**src/rtl/leaf_pkt_pkg.sv**
```systemverilog
// Shared definitions for the leaf stream packetizer.
// Provides the BFT packet field widths and offsets, the diagnostic FSM state
// encoding and the function that assembles a packet from its fields.
// Packet layout (MSB..LSB): valid | dst_leaf | dst_port | addr | payload
package leaf_pkt_pkg;

  localparam int PKT_PAYLOAD_BITS  = 32;
  localparam int PKT_LEAF_BITS     = 5;
  localparam int PKT_PORT_BITS     = 4;
  localparam int PKT_ADDR_BITS     = 7;
  localparam int PKT_BITS          = 1 + PKT_LEAF_BITS + PKT_PORT_BITS + PKT_ADDR_BITS + PKT_PAYLOAD_BITS;

  localparam int ADDR_LSB  = PKT_PAYLOAD_BITS;          // 32
  localparam int PORT_LSB  = ADDR_LSB + PKT_ADDR_BITS;  // 39
  localparam int LEAF_LSB  = PORT_LSB + PKT_PORT_BITS;  // 43
  localparam int VALID_BIT = LEAF_LSB + PKT_LEAF_BITS;  // 48

  // Diagnostic state encoding; outputs never depend on it.
  typedef logic [1:0] state_t;
  localparam state_t ST_EMIT  = 2'd0;  // last cycle sent a packet
  localparam state_t ST_IDLE  = 2'd1;  // fifo empty
  localparam state_t ST_STALL = 2'd2;  // fifo holds data but no credit
  localparam state_t ST_HOLD  = 2'd3;  // network requested a resend

  // Assemble a valid packet from its fields.
  function automatic logic [PKT_BITS-1:0] build_packet(
    input logic [PKT_LEAF_BITS-1:0]    leaf,
    input logic [PKT_PORT_BITS-1:0]    port,
    input logic [PKT_ADDR_BITS-1:0]    addr,
    input logic [PKT_PAYLOAD_BITS-1:0] payload
  );
    logic [PKT_BITS-1:0] pkt;
    pkt                              = {PKT_BITS{1'b0}};
    pkt[VALID_BIT]                   = 1'b1;
    pkt[VALID_BIT-1:LEAF_LSB]        = leaf;
    pkt[LEAF_LSB-1:PORT_LSB]         = port;
    pkt[PORT_LSB-1:ADDR_LSB]         = addr;
    pkt[ADDR_LSB-1:0]                = payload;
    return pkt;
  endfunction

endpackage

```
**src/rtl/leaf_sync_fifo.sv**
```systemverilog
// Small synchronous FIFO used as the packetizer input buffer.
// The head entry is presented combinationally on rdata (fall-through read),
// so a consumer can register it on the same edge that pops it.
// Ports:
//   clk, reset     clock and asynchronous active-high reset (empties the FIFO)
//   push, wdata    write request and data; ignored when full
//   pop            read request; ignored when empty
//   rdata          head entry (valid while !empty)
//   full, empty    occupancy status
module leaf_sync_fifo #(
  parameter int WIDTH = 32,
  parameter int DEPTH = 4
) (
  input  logic             clk,
  input  logic             reset,
  input  logic             push,
  input  logic [WIDTH-1:0] wdata,
  input  logic             pop,
  output logic [WIDTH-1:0] rdata,
  output logic             full,
  output logic             empty
);

  localparam int AW = (DEPTH > 1) ? $clog2(DEPTH) : 1;

  logic [WIDTH-1:0] mem_q [DEPTH];
  logic [AW-1:0]    wptr_q, wptr_d;
  logic [AW-1:0]    rptr_q, rptr_d;
  logic [AW:0]      count_q, count_d;
  logic             do_push_s;
  logic             do_pop_s;

  assign full      = (count_q == (AW+1)'(DEPTH));
  assign empty     = (count_q == {(AW+1){1'b0}});
  assign do_push_s = push & ~full;
  assign do_pop_s  = pop & ~empty;
  assign rdata     = mem_q[rptr_q];

  // Next-state for pointers and occupancy; pointers wrap naturally (DEPTH is a power of 2).
  always_comb begin
    wptr_d  = wptr_q;
    rptr_d  = rptr_q;
    count_d = count_q;
    if (do_push_s) begin
      wptr_d = wptr_q + AW'(1);
    end else begin
      wptr_d = wptr_q;
    end
    if (do_pop_s) begin
      rptr_d = rptr_q + AW'(1);
    end else begin
      rptr_d = rptr_q;
    end
    case ({do_push_s, do_pop_s})
      2'b10:   count_d = count_q + (AW+1)'(1);
      2'b01:   count_d = count_q - (AW+1)'(1);
      default: count_d = count_q;
    endcase
  end

  // Pointer and occupancy registers.
  always_ff @(posedge clk or posedge reset) begin
    if (reset) begin
      wptr_q  <= {AW{1'b0}};
      rptr_q  <= {AW{1'b0}};
      count_q <= {(AW+1){1'b0}};
    end else begin
      wptr_q  <= wptr_d;
      rptr_q  <= rptr_d;
      count_q <= count_d;
    end
  end

  // Storage array; contents are don't-care until written, so no reset.
  always_ff @(posedge clk) begin
    if (do_push_s) begin
      mem_q[wptr_q] <= wdata;
    end
  end

endmodule

```
**src/rtl/leaf_stream_packetizer.sv**
```systemverilog
// Transmit stage between a leaf's user output stream and the BFT network.
// Buffers user words, wraps each one into a BFT packet, spends one receiver
// credit per packet and re-presents the last packet while resend is high.
// Ports:
//   clk, reset                 clock and asynchronous active-high reset
//   dst_leaf, dst_port         static destination fields
//   din_leaf_user2interface    user word; accepted when vld & ack
//   vld_user2interface         user word valid
//   ack_interface2user         !fifo_full (combinational)
//   credit_vld, credit_amt     credit return pulse and amount
//   resend                     hold the current output packet
//   dout_leaf_interface2bft    registered packet, MSB is valid
//   credit_count               current credit balance
module leaf_stream_packetizer
  import leaf_pkt_pkg::*;
#(
  parameter int PAYLOAD_BITS  = PKT_PAYLOAD_BITS,
  parameter int NUM_LEAF_BITS = PKT_LEAF_BITS,
  parameter int NUM_PORT_BITS = PKT_PORT_BITS,
  parameter int NUM_ADDR_BITS = PKT_ADDR_BITS,
  parameter int PACKET_BITS   = PKT_BITS,
  parameter int FIFO_DEPTH    = 4,
  parameter int CREDIT_INIT   = 64
) (
  input  logic                     clk,
  input  logic                     reset,
  input  logic [NUM_LEAF_BITS-1:0] dst_leaf,
  input  logic [NUM_PORT_BITS-1:0] dst_port,
  input  logic [PAYLOAD_BITS-1:0]  din_leaf_user2interface,
  input  logic                     vld_user2interface,
  output logic                     ack_interface2user,
  input  logic                     credit_vld,
  input  logic [NUM_ADDR_BITS:0]   credit_amt,
  input  logic                     resend,
  output logic [PACKET_BITS-1:0]   dout_leaf_interface2bft,
  output logic [NUM_ADDR_BITS:0]   credit_count
);

  localparam int CW = NUM_ADDR_BITS + 1;
  // One extra bit so credits + returned amount cannot overflow before saturation.
  localparam logic [CW:0] CREDIT_MAX = (CW+1)'(2**NUM_ADDR_BITS);

  logic [PAYLOAD_BITS-1:0]  fifo_rdata_s;
  logic                     fifo_full_s;
  logic                     fifo_empty_s;
  logic                     fifo_push_s;
  logic                     emit_s;
  logic [CW:0]              credit_sum_s;
  state_t                   prio_state_s;

  logic [PACKET_BITS-1:0]   dout_q, dout_d;
  logic [NUM_ADDR_BITS-1:0] addr_q, addr_d;
  logic [CW-1:0]            credit_q, credit_d;
  state_t                   state_q, state_d;

  assign ack_interface2user      = ~fifo_full_s;
  assign fifo_push_s             = vld_user2interface & ~fifo_full_s;
  // Resend wins over everything; otherwise emit needs data and a credit.
  assign emit_s                  = ~resend & ~fifo_empty_s & (credit_q != {CW{1'b0}});
  assign dout_leaf_interface2bft = dout_q;
  assign credit_count            = credit_q;

  leaf_sync_fifo #(
    .WIDTH (PAYLOAD_BITS),
    .DEPTH (FIFO_DEPTH)
  ) u_fifo (
    .clk   (clk),
    .reset (reset),
    .push  (fifo_push_s),
    .wdata (din_leaf_user2interface),
    .pop   (emit_s),
    .rdata (fifo_rdata_s),
    .full  (fifo_full_s),
    .empty (fifo_empty_s)
  );

  // Output packet and sequence address.
  always_comb begin
    dout_d = dout_q;
    addr_d = addr_q;
    if (resend) begin
      dout_d = dout_q;
      addr_d = addr_q;
    end else if (emit_s) begin
      dout_d = build_packet(dst_leaf, dst_port, addr_q, fifo_rdata_s);
      addr_d = addr_q + NUM_ADDR_BITS'(1);
    end else begin
      dout_d = {PACKET_BITS{1'b0}};
      addr_d = addr_q;
    end
  end

  // Credit balance: spend one per emitted packet, add returns, clamp at buffer size.
  always_comb begin
    credit_sum_s = {1'b0, credit_q};
    if (emit_s) begin
      credit_sum_s = credit_sum_s - (CW+1)'(1);
    end else begin
      credit_sum_s = credit_sum_s;
    end
    if (credit_vld) begin
      credit_sum_s = credit_sum_s + {1'b0, credit_amt};
    end else begin
      credit_sum_s = credit_sum_s;
    end
    if (credit_sum_s > CREDIT_MAX) begin
      credit_d = CREDIT_MAX[CW-1:0];
    end else begin
      credit_d = credit_sum_s[CW-1:0];
    end
  end

  // Diagnostic state: every state follows the same datapath priority.
  always_comb begin
    if (resend) begin
      prio_state_s = ST_HOLD;
    end else if (emit_s) begin
      prio_state_s = ST_EMIT;
    end else if (fifo_empty_s) begin
      prio_state_s = ST_IDLE;
    end else begin
      prio_state_s = ST_STALL;
    end
    case (state_q)
      ST_EMIT:  state_d = prio_state_s;
      ST_IDLE:  state_d = prio_state_s;
      ST_STALL: state_d = prio_state_s;
      ST_HOLD:  state_d = prio_state_s;
      default:  state_d = ST_IDLE;
    endcase
  end

  // Datapath, credit and state registers.
  always_ff @(posedge clk or posedge reset) begin
    if (reset) begin
      dout_q   <= {PACKET_BITS{1'b0}};
      addr_q   <= {NUM_ADDR_BITS{1'b0}};
      credit_q <= CW'(CREDIT_INIT);
      state_q  <= ST_IDLE;
    end else begin
      dout_q   <= dout_d;
      addr_q   <= addr_d;
      credit_q <= credit_d;
      state_q  <= state_d;
    end
  end

endmodule

```
**config.mk**
```make
export PLATFORM = sky130hd
export DESIGN_NAME = leaf_stream_packetizer
export DESIGN_NICKNAME = d
export VERILOG_FILES = /design/src/rtl/leaf_pkt_pkg.sv /design/src/rtl/leaf_sync_fifo.sv /design/src/rtl/leaf_stream_packetizer.sv
export SDC_FILE = /design/constraint.sdc
export NUM_CORES = 1
export LEC_CHECK = 0
export ABC_CLOCK_PERIOD_IN_PS = 8000
export BUFFER_PORTS_ARGS = -buffer_cell sky130_fd_sc_hd__buf_2
export CAP_MARGIN = 20
export CORE_ASPECT_RATIO = 1.2
export CORE_MARGIN = 1
export CORE_UTILIZATION = 45
export CTS_CLUSTER_DIAMETER = 80
export CTS_CLUSTER_SIZE = 14
export DETAILED_ROUTE_END_ITERATION = 16
export PLACE_DENSITY = 0.62
export SLEW_MARGIN = 20
export SYNTH_ARGS = -nofsm -noshare
export SYNTH_HDL_FRONTEND = slang
export SYNTH_SLANG_ARGS = --single-unit
```
**constraint.sdc**
```tcl
create_clock -name clk -period 8 [get_ports clk]
set_clock_uncertainty 0.15 [all_clocks]
set_input_delay 1.6 -clock clk [delete_from_list [all_inputs] [get_ports clk]]
set_output_delay 1.6 -clock clk [all_outputs]
set_load 0.01 [all_outputs]
```
# After elaboration in Yosys (flattened, before gate mapping)

Memory sizes are Yosys's and may differ from the RTL's.
Cells that the tools add are included.

Register bits: 71
Bits in writable memories: 128
Bits of input ports: 54
Output and inout port bits: 58
Word-level logic and storage cells: 37
Memories: 1

$add $sub $neg: 7
Order comparisons: 1
Equal/unequal tests: 3
Muxes and demuxes: 7
Bitwise logic cells: 8
Reductions and logical operators: 4

Memory list:

| name         | depth | width | rd ports | clocked after Yosys merged registers in | write ports | line                 | RTL |
|---|---|---|---|---|---|---|---|
| u_fifo.mem_q | 4     | 32    | 1        | 0                                       | 1           | leaf_sync_fifo.sv:26 | `logic [WIDTH-1:0] mem_q [DEPTH];` |

Operators with widths:

| operator            | count |
|---|---|
| $mux 49             | 1 |
| $mux 9              | 2 |
| $add 9x8->9         | 1 |
| $gt 9x8->1 const B  | 1 |
| $sub 8x1->9 const B | 1 |
| $mux 8              | 1 |
| $reduce_bool 8->1   | 1 |
| $add 7x1->7 const B | 1 |
| $pmux 3 s2          | 1 |
| $and 1x1->1         | 5 |
| $add 2x1->2 const B | 2 |
| $add 3x1->3 const B | 1 |
| $eq 3x3->1 const B  | 1 |
| $logic_not 3->1     | 1 |
| $not 1->1           | 3 |
| $sub 3x1->3 const B | 1 |
| $eq 2x1->1 const B  | 1 |
| $eq 2x2->1 const B  | 1 |
| $mux 1              | 2 |
| $reduce_and 2->1    | 1 |
| $reduce_bool 2->1   | 1 |

# Longest topological paths before layout

Gate-level depths: netlist of run 1.

Depth in word-level cells: 9
Depth in mapped cells: 14
Mapped depth without buffers: 14

# Cells and area by module

A second synthesis of run 1 with hierarchy kept.

Cell total of the unflattened synthesis: 462
Area, all modules: 8,124.0 um^2

Modules (own cells, without submodules):

| module                 | times used | cells each | area each (um^2) | sequential area each (um^2) |
|---|---|---|---|---|
| leaf_sync_fifo         | 1          | 206        | 5,094.9          | 4,018.9 |
| leaf_stream_packetizer | 1          | 256        | 3,029.2          | 1,602.8 |

# Worst setup path after synthesis of run 1

No wires, ideal clock.

Kind: input port to flip-flop
Start point: in resend
End point: reg credit_q[5] (netlist: credit_count[5])
Library setup time: 73 ps
Arrival time: 4,339 ps
Required time: 7,777 ps
Setup slack: 3,439 ps
Stages: 12
Buffers on the path: 2
Cells stage by stage: buf_6 a311oi_2 clkbuf_1 a21oi_1 ha_1 a211oi_1 o21ai_0 a31oi_1 mux2_2 a211oi_2 inv_2 nor2_1

Cells in the longest elaborated chain, start to end: 8

Ends and longest elaborated chain:

| item                         | line                          | RTL |
|---|---|---|
| start: declaration           | leaf_stream_packetizer.sv:34  | `input logic resend,` |
| $not 1->1 (no source line) * | n/a                           |  |
| $and 1x1->1 * (2 in series)  | leaf_stream_packetizer.sv:59  | `assign emit_s = ~resend & ~fifo_empty_s & (credit_q != {CW{1'b0}});` |
| $mux 9 *                     | leaf_stream_packetizer.sv:96  | `if (emit_s) begin` |
| $add 9x8->9                  | leaf_stream_packetizer.sv:102 | `credit_sum_s = credit_sum_s + {1'b0, credit_amt};` |
| $mux 9 *                     | leaf_stream_packetizer.sv:101 | `if (credit_vld) begin` |
| $gt 9x8->1                   | leaf_stream_packetizer.sv:106 | `if (credit_sum_s > CREDIT_MAX) begin` |
| $mux 8 *                     | leaf_stream_packetizer.sv:106 |  |
| named net credit_d[5]        | leaf_stream_packetizer.sv:53  | `logic [CW-1:0] credit_q, credit_d;` |
| end signal: assignment       | leaf_stream_packetizer.sv:138 | `credit_q <= CW'(CREDIT_INIT);` |
| end signal: assignment       | leaf_stream_packetizer.sv:143 | `credit_q <= credit_d;` |
| end: declaration             | leaf_stream_packetizer.sv:53  |  |

Mark *: on every way through the listed nets, which the timed path passes. The rest lies on a longest branch.
A chain may end at the register's enable or synchronous reset.

# Worst setup path after layout of run 1

Ends and elaborated chain as after synthesis.

==> results of run 1 <==
worst min path at each step:
stage / from / endpoint / slack [ps] / cells after the start
2_1_floorplan: addr_q[6] / addr_q[6] / 300 / 1
3_3_place_gp: addr_q[6] / addr_q[6] / 320 / 1
3_5_place_dp: addr_q[6] / addr_q[6] / 320 / 1
4_1_cts: addr_q[6] / addr_q[6] / 330 / 1
5_1_grt: addr_q[6] / addr_q[6] / 340 / 1
6_report: addr_q[6] / addr_q[6] / 320 / 1
stage by stage:
stage                     hold WS [ps]  cell area, um2  instances
after global placement             316            8880        778
after detailed placement           321            8880        778
after floorplan                    296            8090        465
final                              323            9460        812
after global routing               336            9460        811
after CTS                          330            9460        810
sequential cells by signal, indices dropped and copies added, names as in the netlist:
| register | flops |
|---|---|
| credit_count | 8 |
| u_fifo.rptr_q | 2 |
| addr_q | 7 |
| u_fifo.wptr_q | 2 |
| u_fifo.mem_q | 128 |
| dout_leaf_interface2bft | 49 |
| u_fifo.count_q | 3 |
synth_stat cells, types with 2 or more instances:
master and number:
fa_1 2, buf_2 4, nor3_1 4, and3_1 6, mux2i_1 5, a211oi_1 2
dfrtp_1 70, clkbuf_1 14, or3_1 2, xnor2_1 13, o211ai_1 3, nand4_1 4
buf_1 3, xor2_1 4, inv_1 12, nand2b_1 2, mux2_2 2, a22o_1 49
nand3_1 6, and2_1 3, o21bai_1 3, and4_1 2, edfxtp_1 128, nor2_1 21
mux4_2 32, a21oi_1 4, o21ai_0 8, a31oi_1 2, ha_1 18, nand2_1 9
area by class of cell:
class,count,area share (%)
Timing Repair Buffer,115,6.19
Clock inverter,15,1.60
Antenna cell,2,0.0529
Clock buffer,17,4.50
Inverter,13,0.529
Sequential cell,199,59.4
Tap cell,220,2.91
Multi-Input combinational cell,231,24.8
where the power goes:
part | internal [uW] | switching (uW) | leakage, uW
sequential | 1400 | 211 | 0.00206
combinational | 566 | 586 | 0.00143
clock | 463 | 371 | 0.000279
total | 2420 | 1170 | 0.00377
worst register-to-register path: cells and delay by family (launching register included):
kind | cells | cell delay (ps)
flip-flops | 1 | 440
buffers and inverters | 3 | 870
AO/OA/AOI/OAI | 6 | 1740
AND/OR/NAND/NOR | 3 | 430
multiplexers | 1 | 360
adder cells (fa/ha/maj) | 2 | 590
kinds of logic after synthesis:
family	share of synthesized area (%)
flops	69.5
compound gates	8.15
simple gates	5.18
mux	10.1
buf+inv	1.78
fa+ha+maj	3.28
xor+xnor	2.04
layer usage:
layer | wire length [um] | vias up | global-route usage [%]
met5 | 0 | - | 0
met4 | 269 | 0 | 7.59
met3 | 732 | 17 | 4.84
met2 | 7950 | 126 | 30.4
met1 | 6690 | 2305 | 22.7
li1 | - | 2052 | -
==> results.md, run 1 <==
* Number of top-level pins at 112
* Setup bufs post-CTS at 0
* Most used DFF post-synth: edfxtp_1
* Post-route total power at 3590 uW
* Status: finished clean
* Max cap viols at 0
* Slowest cell on the critical path: buf_4
* Commonest non-fill, non-tap cells in the layout: edfxtp_1, buf_2, dfrtp_1
* Total track usage at 18.3%
* CP cell instances: buf_2, buf_4, a311oi_4, buf_4, nor2_1, a21oi_1, ha_1, a211oi_1, o21ai_0, a31oi_1, mux2_2, a211oi_2, inv_2, nor2_1
* Fin. Hold Viols at 0
* Pin count of the biggest net entering global routing at 72
* Clock transition at the registers of the reported paths at 70 ps
* DRT Pass-1 Iters at 4
* Initial antenna violation count at 2
* Die ar. at 0.0185 mm2
* Filler cells at 1438
* RSZ-0062 raised after global routing: no
* Vias at 4500
* GR Overflow Total at 0
* Synth unique cells at 58
* DRT antenna net count at 0
* Routed length per placed instance at 19.3 um
* Hold buffer count at cts at 0
* Width of the die at 124 um
* CTS sink cnt at 199
* Die Ht at 149 um
* Crit path DAT at 5370 ps
* Clk root buf: clkbuf_16
* Reg area at 0.00562 mm2
* Final cycle utilization of the critical path at 64.6%
* Synthesized flop and latch total at 199
* Synth top area cells: edfxtp_1, dfrtp_1, mux4_2
* Critical Path Source: resend
* Crit path buf inv count at 4
* Setup_tns at 0 ps
* Area growth syn-to-layout at 16.9%
* TritonCTS clock tree: yes
* Footprint of the multi-input gates at 0.00234 mm2
* Resize count post-CTS at 0
* Worst r2r path cells at 15
* Mapped Area at 0.00809 mm2
* Worst-case clock buffer depth at 2
* Setup violations, final at 0
* Critical R2R Launch: credit_count[0]
* Final layout net count at 651
* Buffers on Ports at 111
* Leakage at 0.00377 uW
* Crit path max fanout at 62
* CTS HTree Levels at 4
* Post-Synthesis Cells at 465
* Syn nets at 539
* Yosys top cell by area: edfxtp_1
* Pwr per Cell Area at 380 mW/mm2
* Hold Crit Class: flop to flop
* Min Tclk post-route at 5170 ps
* GPL Wtd Cong at 0.843
* CP peak stage delay at 640 ps
* Critical Path End: credit_count[5]
* Critical Path Stages at 14
* Headroom to the max-slew limit at 36.1%
* Worst skew pair latency at 430 ps
* Detail Placement HPWL at 9390 um
* Vias in the first global route at 4808
* Routed WL at 15600 um
* Number of synthesis warnings at 0
* Reg2reg end: credit_count[5]
* Post-route DRC at 0
* Starting density of the core at 46.1%
* Share of flip-flops with an asynchronous set or reset at 35.7%
* Layout cells sized above 1 at 34.1%
* Highest attainable clock frequency at 0.193 GHz
* EDFF count, synth at 128
* Synth top area share at 47.5%
* Initial DRC count at 291
* Reg-to-reg slack, setup at 3360 ps
* Core Footprint at 0.0176 mm2
* Row count at 53
* Peak supply drop at 0.000164 V
* Routed vias/inst at 5.54
* CP startpoint kind: input pin
* Worst Tran Pin Value at 958 ps
* Crit. End Element: flop
* Max-slew violations at 0
* Cell family with most CP delay: compound AO/OA/AOI/OAI gates
* Final setup margin at 2830 ps
* Dpl ws at 2390 ps
* Post-synthesis average cell area at 17.4 um2
* Worst Path Required at 8200 ps
* Cts bufs inserted at 17
* Final core occ at 53.8%
* Seq/Total Area, Yosys at 69.5%
* Most common cell after layout, fill and taps aside: edfxtp_1
* CP Class: input pin to flop
* First-pass GRT wire length at 25500 um
(Power assumes the default switching activity.)
==> run 2: changes to the inputs <==
ABC_CLOCK_PERIOD_IN_PS = 5350   (was 8000)
clock period = 5.35 ns   (was 8 ns; I/O delays follow)
==> run 2 against run 1 <==
Against the previous run:
- utilization up 0.21 points
- sequential power up 48%
- first-iteration DRC count down 11%
- sequential share of layout area down 0.23 points
- sequential cell count unchanged
- global-route usage down 0.43 points
- wire length down 1.8%
- power up 51%
- clock power up 55%
- die area unchanged
- cell area up 0.40%
- non-clock buffer count up 2
==> results.md, run 2 (synthesis results as in run 1) <==
* Layout cells sized above 1 at 34.3% (+0.22 points)
* Headroom to the max-slew limit at 36.6% (+0.47 points)
* Core Footprint at 0.0176 mm2 (unchanged)
* Highest attainable clock frequency at 0.236 GHz
* Slowest cell on the critical path: a211oi_1
* Die Ht at 149 um (unchanged)
* Crit path max fanout at 28 (-55%)
* CP Class: flop to flop
* GPL Wtd Cong at 0.800 (-5.1%)
* Worst hold slack at 328 ps (+4.26 ps)
* Post-route DRC at 0 (unchanged)
* Busiest grt layer: met2
* Final cycle utilization of the critical path at 79.4%
* Routed vias/inst at 5.55 (about the same)
* Hold buffer count at cts at 0 (unchanged)
* Routed WL at 15400 um (-1.8%)
* Commonest non-fill, non-tap cells in the layout: edfxtp_1, buf_2, dfrtp_1
* TritonCTS clock tree: yes
* Width of the die at 124 um (unchanged)
* Vias in the first global route at 4746 (-1.3%)
* Pin count of the biggest net entering global routing at 72 (unchanged)
* Layout Cells excl Fill at 812 (unchanged)
* Worst skew pair latency at 420 ps (about the same)
* Die ar. at 0.0185 mm2 (unchanged)
* Vias at 4503 (+0.067%)
* Worst r2r path cells at 14 (-1)
* Buffers on Ports at 111 (unchanged)
* Peak supply drop at 0.000261 V (+59%)
* CP cell instances: inv_1, ha_1, nor3b_2, a311oi_4, buf_4, a21oi_1, ha_1, a211oi_1, o21ai_0, a31oi_1, mux2_2, a211oi_2, a41oi_2, nor2_1
* Area growth syn-to-layout at 17.4%
* Resize count post-CTS at 0 (unchanged)
* Setup violations, final at 0 (unchanged)
* Most common cell after layout, fill and taps aside: edfxtp_1
* Max-slew violations at 0 (unchanged)
* CP startpoint kind: flop
* Number of top-level pins at 112 (unchanged)
* Initial antenna violation count at 0 (-2)
* Starting density of the core at 46.1% (unchanged)
* Hold Crit Class: flop to flop
* GRT met3 Usage at 5.42% (+0.57 points)
* Max cap viols at 0 (unchanged)
* Worst Tran Pin Value at 951 ps (-7.06 ps)
* CTS HTree Levels at 4 (unchanged)
* Largest register by flop count: u_fifo.mem_q
* CTS sink cnt at 199 (unchanged)
* Pwr per Cell Area at 570 mW/mm2 (+50%)
* Worst-case clock buffer depth at 2 (unchanged)
* Reg-to-reg slack, setup at 1100 ps (-2260 ps)
* Setup bufs post-CTS at 0 (unchanged)
* Post-route total power at 5410 uW (+51%)
* Setup_tns at 0 ps (unchanged)
* Critical Path End: credit_count[1]
* Crit path buf inv count at 2 (-2)
* Routed length per placed instance at 18.9 um (-1.8%)
* Row count at 53 (unchanged)
* Critical Path Source: credit_count[0]
* Critical R2R Launch: credit_count[0]
* Clock transition at the registers of the reported paths at 70 ps (about the same)
* Max FFs per register at 128 (unchanged)
* Fin. Hold Viols at 0 (unchanged)
* Cts bufs inserted at 17 (unchanged)
* GR Overflow Total at 0 (unchanged)
* Critical Path Most Common Cell: ha_1
* GRT met2 Usage at 30.8% (+0.39 points)
* First-pass GRT wire length at 24900 um (-2.2%)
* Detail Placement HPWL at 9490 um (+1.1%)
* Cell family with most CP delay: compound AO/OA/AOI/OAI gates
* Crit. End Element: flop
* Min Tclk post-route at 4250 ps
* Worst Path Required at 5550 ps (-2650 ps)
* Status: finished clean
* DRT antenna net count at 0 (unchanged)
* RSZ-0062 raised after global routing: no
* Total track usage at 17.8% (-0.43 points)
* Final layout net count at 653 (+0.31%)
* GRT met1 Usage at 21.1% (-1.6 points)
* Placed Cells at 780 (+0.26%)
* Leakage at 0.00378 uW (+0.31%)
* Crit path DAT at 4450 ps (-920 ps)
* DRT Pass-1 Iters at 5 (+1)
* Clk root buf: clkbuf_16
* Initial DRC count at 260 (-11%)
* Ant. Diodes at 0 (-2)
* Critical Path Stages at 14 (unchanged)
* CP peak stage delay at 440 ps (-200 ps)
* Reg2reg end: credit_count[1]
run 2: changes by cell type in the layout (fill, tap and decap cells not counted), sizes merged:
cell      delta
inv          -3
buf          +2
clkinvlp     +2
diode        -2
bufinv       +1
clkbuf       +1
clkinv       -1
run 2: layout make-up:
class / count / area (um2)
sequential: 199 / 5620
clock buffer: 18 / 429
tap: 220 / 275
fill: 1422 / 8070
timing repair buffer: 117 / 601
multi-input combinational: 231 / 2340
inverter: 13 / 50.0
clock inverter: 14 / 175
run 2: worst min path at each step:
stage,start,end,slack (ps),cells past startpoint
after detailed placement,addr_q[6],addr_q[6],320,1
after CTS,addr_q[6],addr_q[6],330,1
after global placement,addr_q[6],addr_q[6],320,1
after global routing,addr_q[6],addr_q[6],340,1
after floorplan,addr_q[6],addr_q[6],300,1
final,addr_q[6],addr_q[6],330,1
run 2: layer usage:
metal | wire [um] | part of all wire (%)
met1 | 6330 | 41
met3 | 781 | 5.1
met4 | 282 | 1.8
met2 | 7980 | 52
met5 | 0 | 0
run 2: worst register-to-register path: cells and delay by family, from the launching register on:
family	cells	cell delay [ps]
flops	1	420
fa+ha+maj	2	580
simple gates	2	350
mux	1	360
compound gates	7	1840
buf+inv	2	480
run 2: where the power goes:
group          leakage [uW]  internal [uW]  switching, uW  total [uW]
Clock              0.000281            739            552        1290
Sequential          0.00206           2090            293        2380
Combinational       0.00144            849            892        1740
Total               0.00378           3680           1740        5410
run 2: through the flow:
| stage | instance area [um2] | util (%) | worst slack, ps |
|---|---|---|---|
| 3_3_place_gp | 8890 | 50.6 | 971 |
| 4_1_cts | 9500 | 54.1 | 1080 |
| 6_report | 9500 | 54.1 | 1100 |
| 2_1_floorplan | 8090 | - | 1320 |
| 3_5_place_dp | 8890 | 50.6 | 943 |
| 5_1_grt | 9500 | 54.1 | 814 |
==> run 3: changes to the inputs <==
ABC_CLOCK_PERIOD_IN_PS = 3800   (was 5350)
PLACE_DENSITY = 0.64   (was 0.62)
clock period = 3.8 ns   (was 5.35 ns; I/O delays follow)
==> run 3 against run 2 <==
Against the previous run:
- sequential cell count is the same
- maximum frequency grew 17%
- die area stayed put
- global-route usage about the same
- non-clock buffer count rose by 5
- largest cell class unchanged
- highest routed layer unchanged
==> results.md, run 3 (synthesis results as in run 1) <==
* Worst r2r path cells at 12 (-2)
* Vias in the first global route at 4747 (+0.021%)
* Max FFs per register at 128 (unchanged)
* Highest attainable clock frequency at 0.276 GHz (+17%)
* Final cycle utilization of the critical path at 95.3% (+16 points)
* Crit path max fanout at 8 (-71%)
* Crit path buf inv count at 1 (-1)
* Fin. Hold Viols at 0 (unchanged)
* Row count at 53 (unchanged)
* Clock transition at the registers of the reported paths at 70 ps (about the same)
* Critical Path Most Common Cell: o21ai_0
* Pwr per Cell Area at 805 mW/mm2 (+41%)
* Core Footprint at 0.0176 mm2 (unchanged)
* Crit path DAT at 3820 ps (-630 ps)
* Clk root buf: clkbuf_16
* Width of the die at 124 um (unchanged)
* Cts bufs inserted at 17 (unchanged)
* Vias at 4523 (+0.44%)
* Min Tclk post-route at 3620 ps (-625 ps)
* Area growth syn-to-layout at 18.1%
* Worst skew pair latency at 420 ps (about the same)
* Commonest non-fill, non-tap cells in the layout: edfxtp_1, buf_2, dfrtp_1
* Number of top-level pins at 112 (unchanged)
* Headroom to the max-slew limit at 37.7% (+1.1 points)
* Reg-to-reg slack, setup at 180 ps (-930 ps)
* Worst-case clock buffer depth at 2 (unchanged)
* CP peak stage delay at 470 ps (+30 ps)
* GR Overflow Total at 0 (unchanged)
* Pin count of the biggest net entering global routing at 50 (-31%)
* Hold buffer count at cts at 0 (unchanged)
* Critical R2R Launch: credit_count[3]
* Routed WL at 15600 um (+1.6%)
* Die Ht at 149 um (unchanged)
* DRT antenna net count at 0 (unchanged)
* Worst hold slack at 263 ps (-64.6 ps)
* First-pass GRT wire length at 24900 um (about the same)
* Die ar. at 0.0185 mm2 (unchanged)
* Total track usage at 17.9% (+0.040 points)
* Most common cell after layout, fill and taps aside: edfxtp_1
* GPL Wtd Cong at 0.866 (+8.2%)
* Starting density of the core at 46.1% (unchanged)
* Status: finished clean
* Setup_tns at 0 ps (unchanged)
* CP startpoint kind: flop
* Post-route DRC at 0 (unchanged)
* Routed length per placed instance at 19.1 um (+0.86%)
* Routed vias/inst at 5.53 (-0.29%)
* Peak supply drop at 0.000398 V (+53%)
* Max-slew violations at 0 (unchanged)
* CTS HTree Levels at 4 (unchanged)
* Hold Crit Class: input pin to asynchronous set/reset pin
* Slowest cell on the critical path: dfrtp_1
* CP Class: flop to flop
* CTS sink cnt at 199 (unchanged)
* Post-route total power at 7700 uW (+42%)
* Initial DRC count at 234 (-10%)
* DRT Pass-1 Iters at 4 (-1)
* Buffers on Ports at 111 (unchanged)
* Final core occ at 54.4% (+0.34 points)
* Layout cells sized above 1 at 35.5% (+1.2 points)
* TritonCTS clock tree: yes
* Worst Path Required at 4000 ps (-1550 ps)
* Reg2reg end: credit_count[4]
* Crit. End Element: flop
* CP cell instances: nor3_2, nand3_1, nand3_1, o21ai_0, ha_1, o21ai_0, o21ai_0, a31oi_1, mux2_2, a211oi_2, inv_2, nor2_1
* Cell family with most CP delay: compound AO/OA/AOI/OAI gates
* Largest register by flop count: u_fifo.mem_q
* Setup violations, final at 0 (unchanged)
* Final layout net count at 658 (+0.77%)
* Worst Tran Pin Value at 934 ps (-16.3 ps)
* Critical Path Stages at 12 (-2)
* Initial antenna violation count at 1 (+1)
* Detail Placement HPWL at 9890 um (+4.2%)
* Layout Cells excl Fill at 818 (+0.74%)
* Placed Cells at 784 (+0.51%)
* Max cap viols at 0 (unchanged)
* Leakage at 0.00381 uW (+0.86%)
==> run 3: cell types whose count changed in the layout (fill, tap and decap cells not counted), sizes merged <==
cell and change:
clkbuf +1, clkinvlp -2, clkinv -1, diode +1, inv +2, buf +5
==> run 3: repair_timing <==
| action | 4_1_cts | 5_1_grt |
|---|---|---|
| gates resized for setup | 1 | 5 |
| buffers inserted | 0 | 1 |
| endpoints found under the setup margin | 7 | 8 |
| pin swaps | 0 | 1 |
==> run 3: cell type report <==
type                            instances  area, um2
Antenna cell                            1       2.50
Fill cell                            1415       8010
Sequential cell                       199       5620
Clock inverter                         13        168
Timing Repair Buffer                  122        638
Tap cell                              220        275
Inverter                               13       50.0
Multi-Input combinational cell        231       2370
Clock buffer                           19        433
==> run 3: routing by layer <==
metal / up-vias / GRT usage (%) / part of all wire (%)
met4: 0 / 6.69 / 1.6
met5: - / 0 / 0
met1: 2309 / 20.9 / 42
met3: 22 / 5.34 / 5.4
li1: 2072 / - / -
met2: 120 / 31.1 / 51
==> run 3: stage by stage <==
stage / cell area, um2 / worst slack, ps
after floorplan: 8100 / 78.6
after global placement: 8920 / 69.2
after CTS: 9530 / 1.48
after detailed placement: 8920 / -5.27
after global routing: 9560 / -41.1
final: 9560 / 179
==> run 3: worst max-delay path by stage <==
| stage | startpoint | end |
|---|---|---|
| floorplan | credit_count[0] | credit_count[5] |
| global placement | resend | credit_count[0] |
| detailed placement | credit_count[0] | credit_count[4] |
| CTS | credit_count[0] | credit_count[4] |
| global route | credit_count[0] | credit_count[4] |
| finish | credit_count[3] | credit_count[4] |
==> run 3: report_power, final <==
group / leakage, uW / switching, uW / internal [uW]
clock: 0.000289 / 765 / 1050
combinational: 0.00147 / 1270 / 1250
sequential: 0.00206 / 430 / 2940
total: 0.00381 / 2460 / 5230
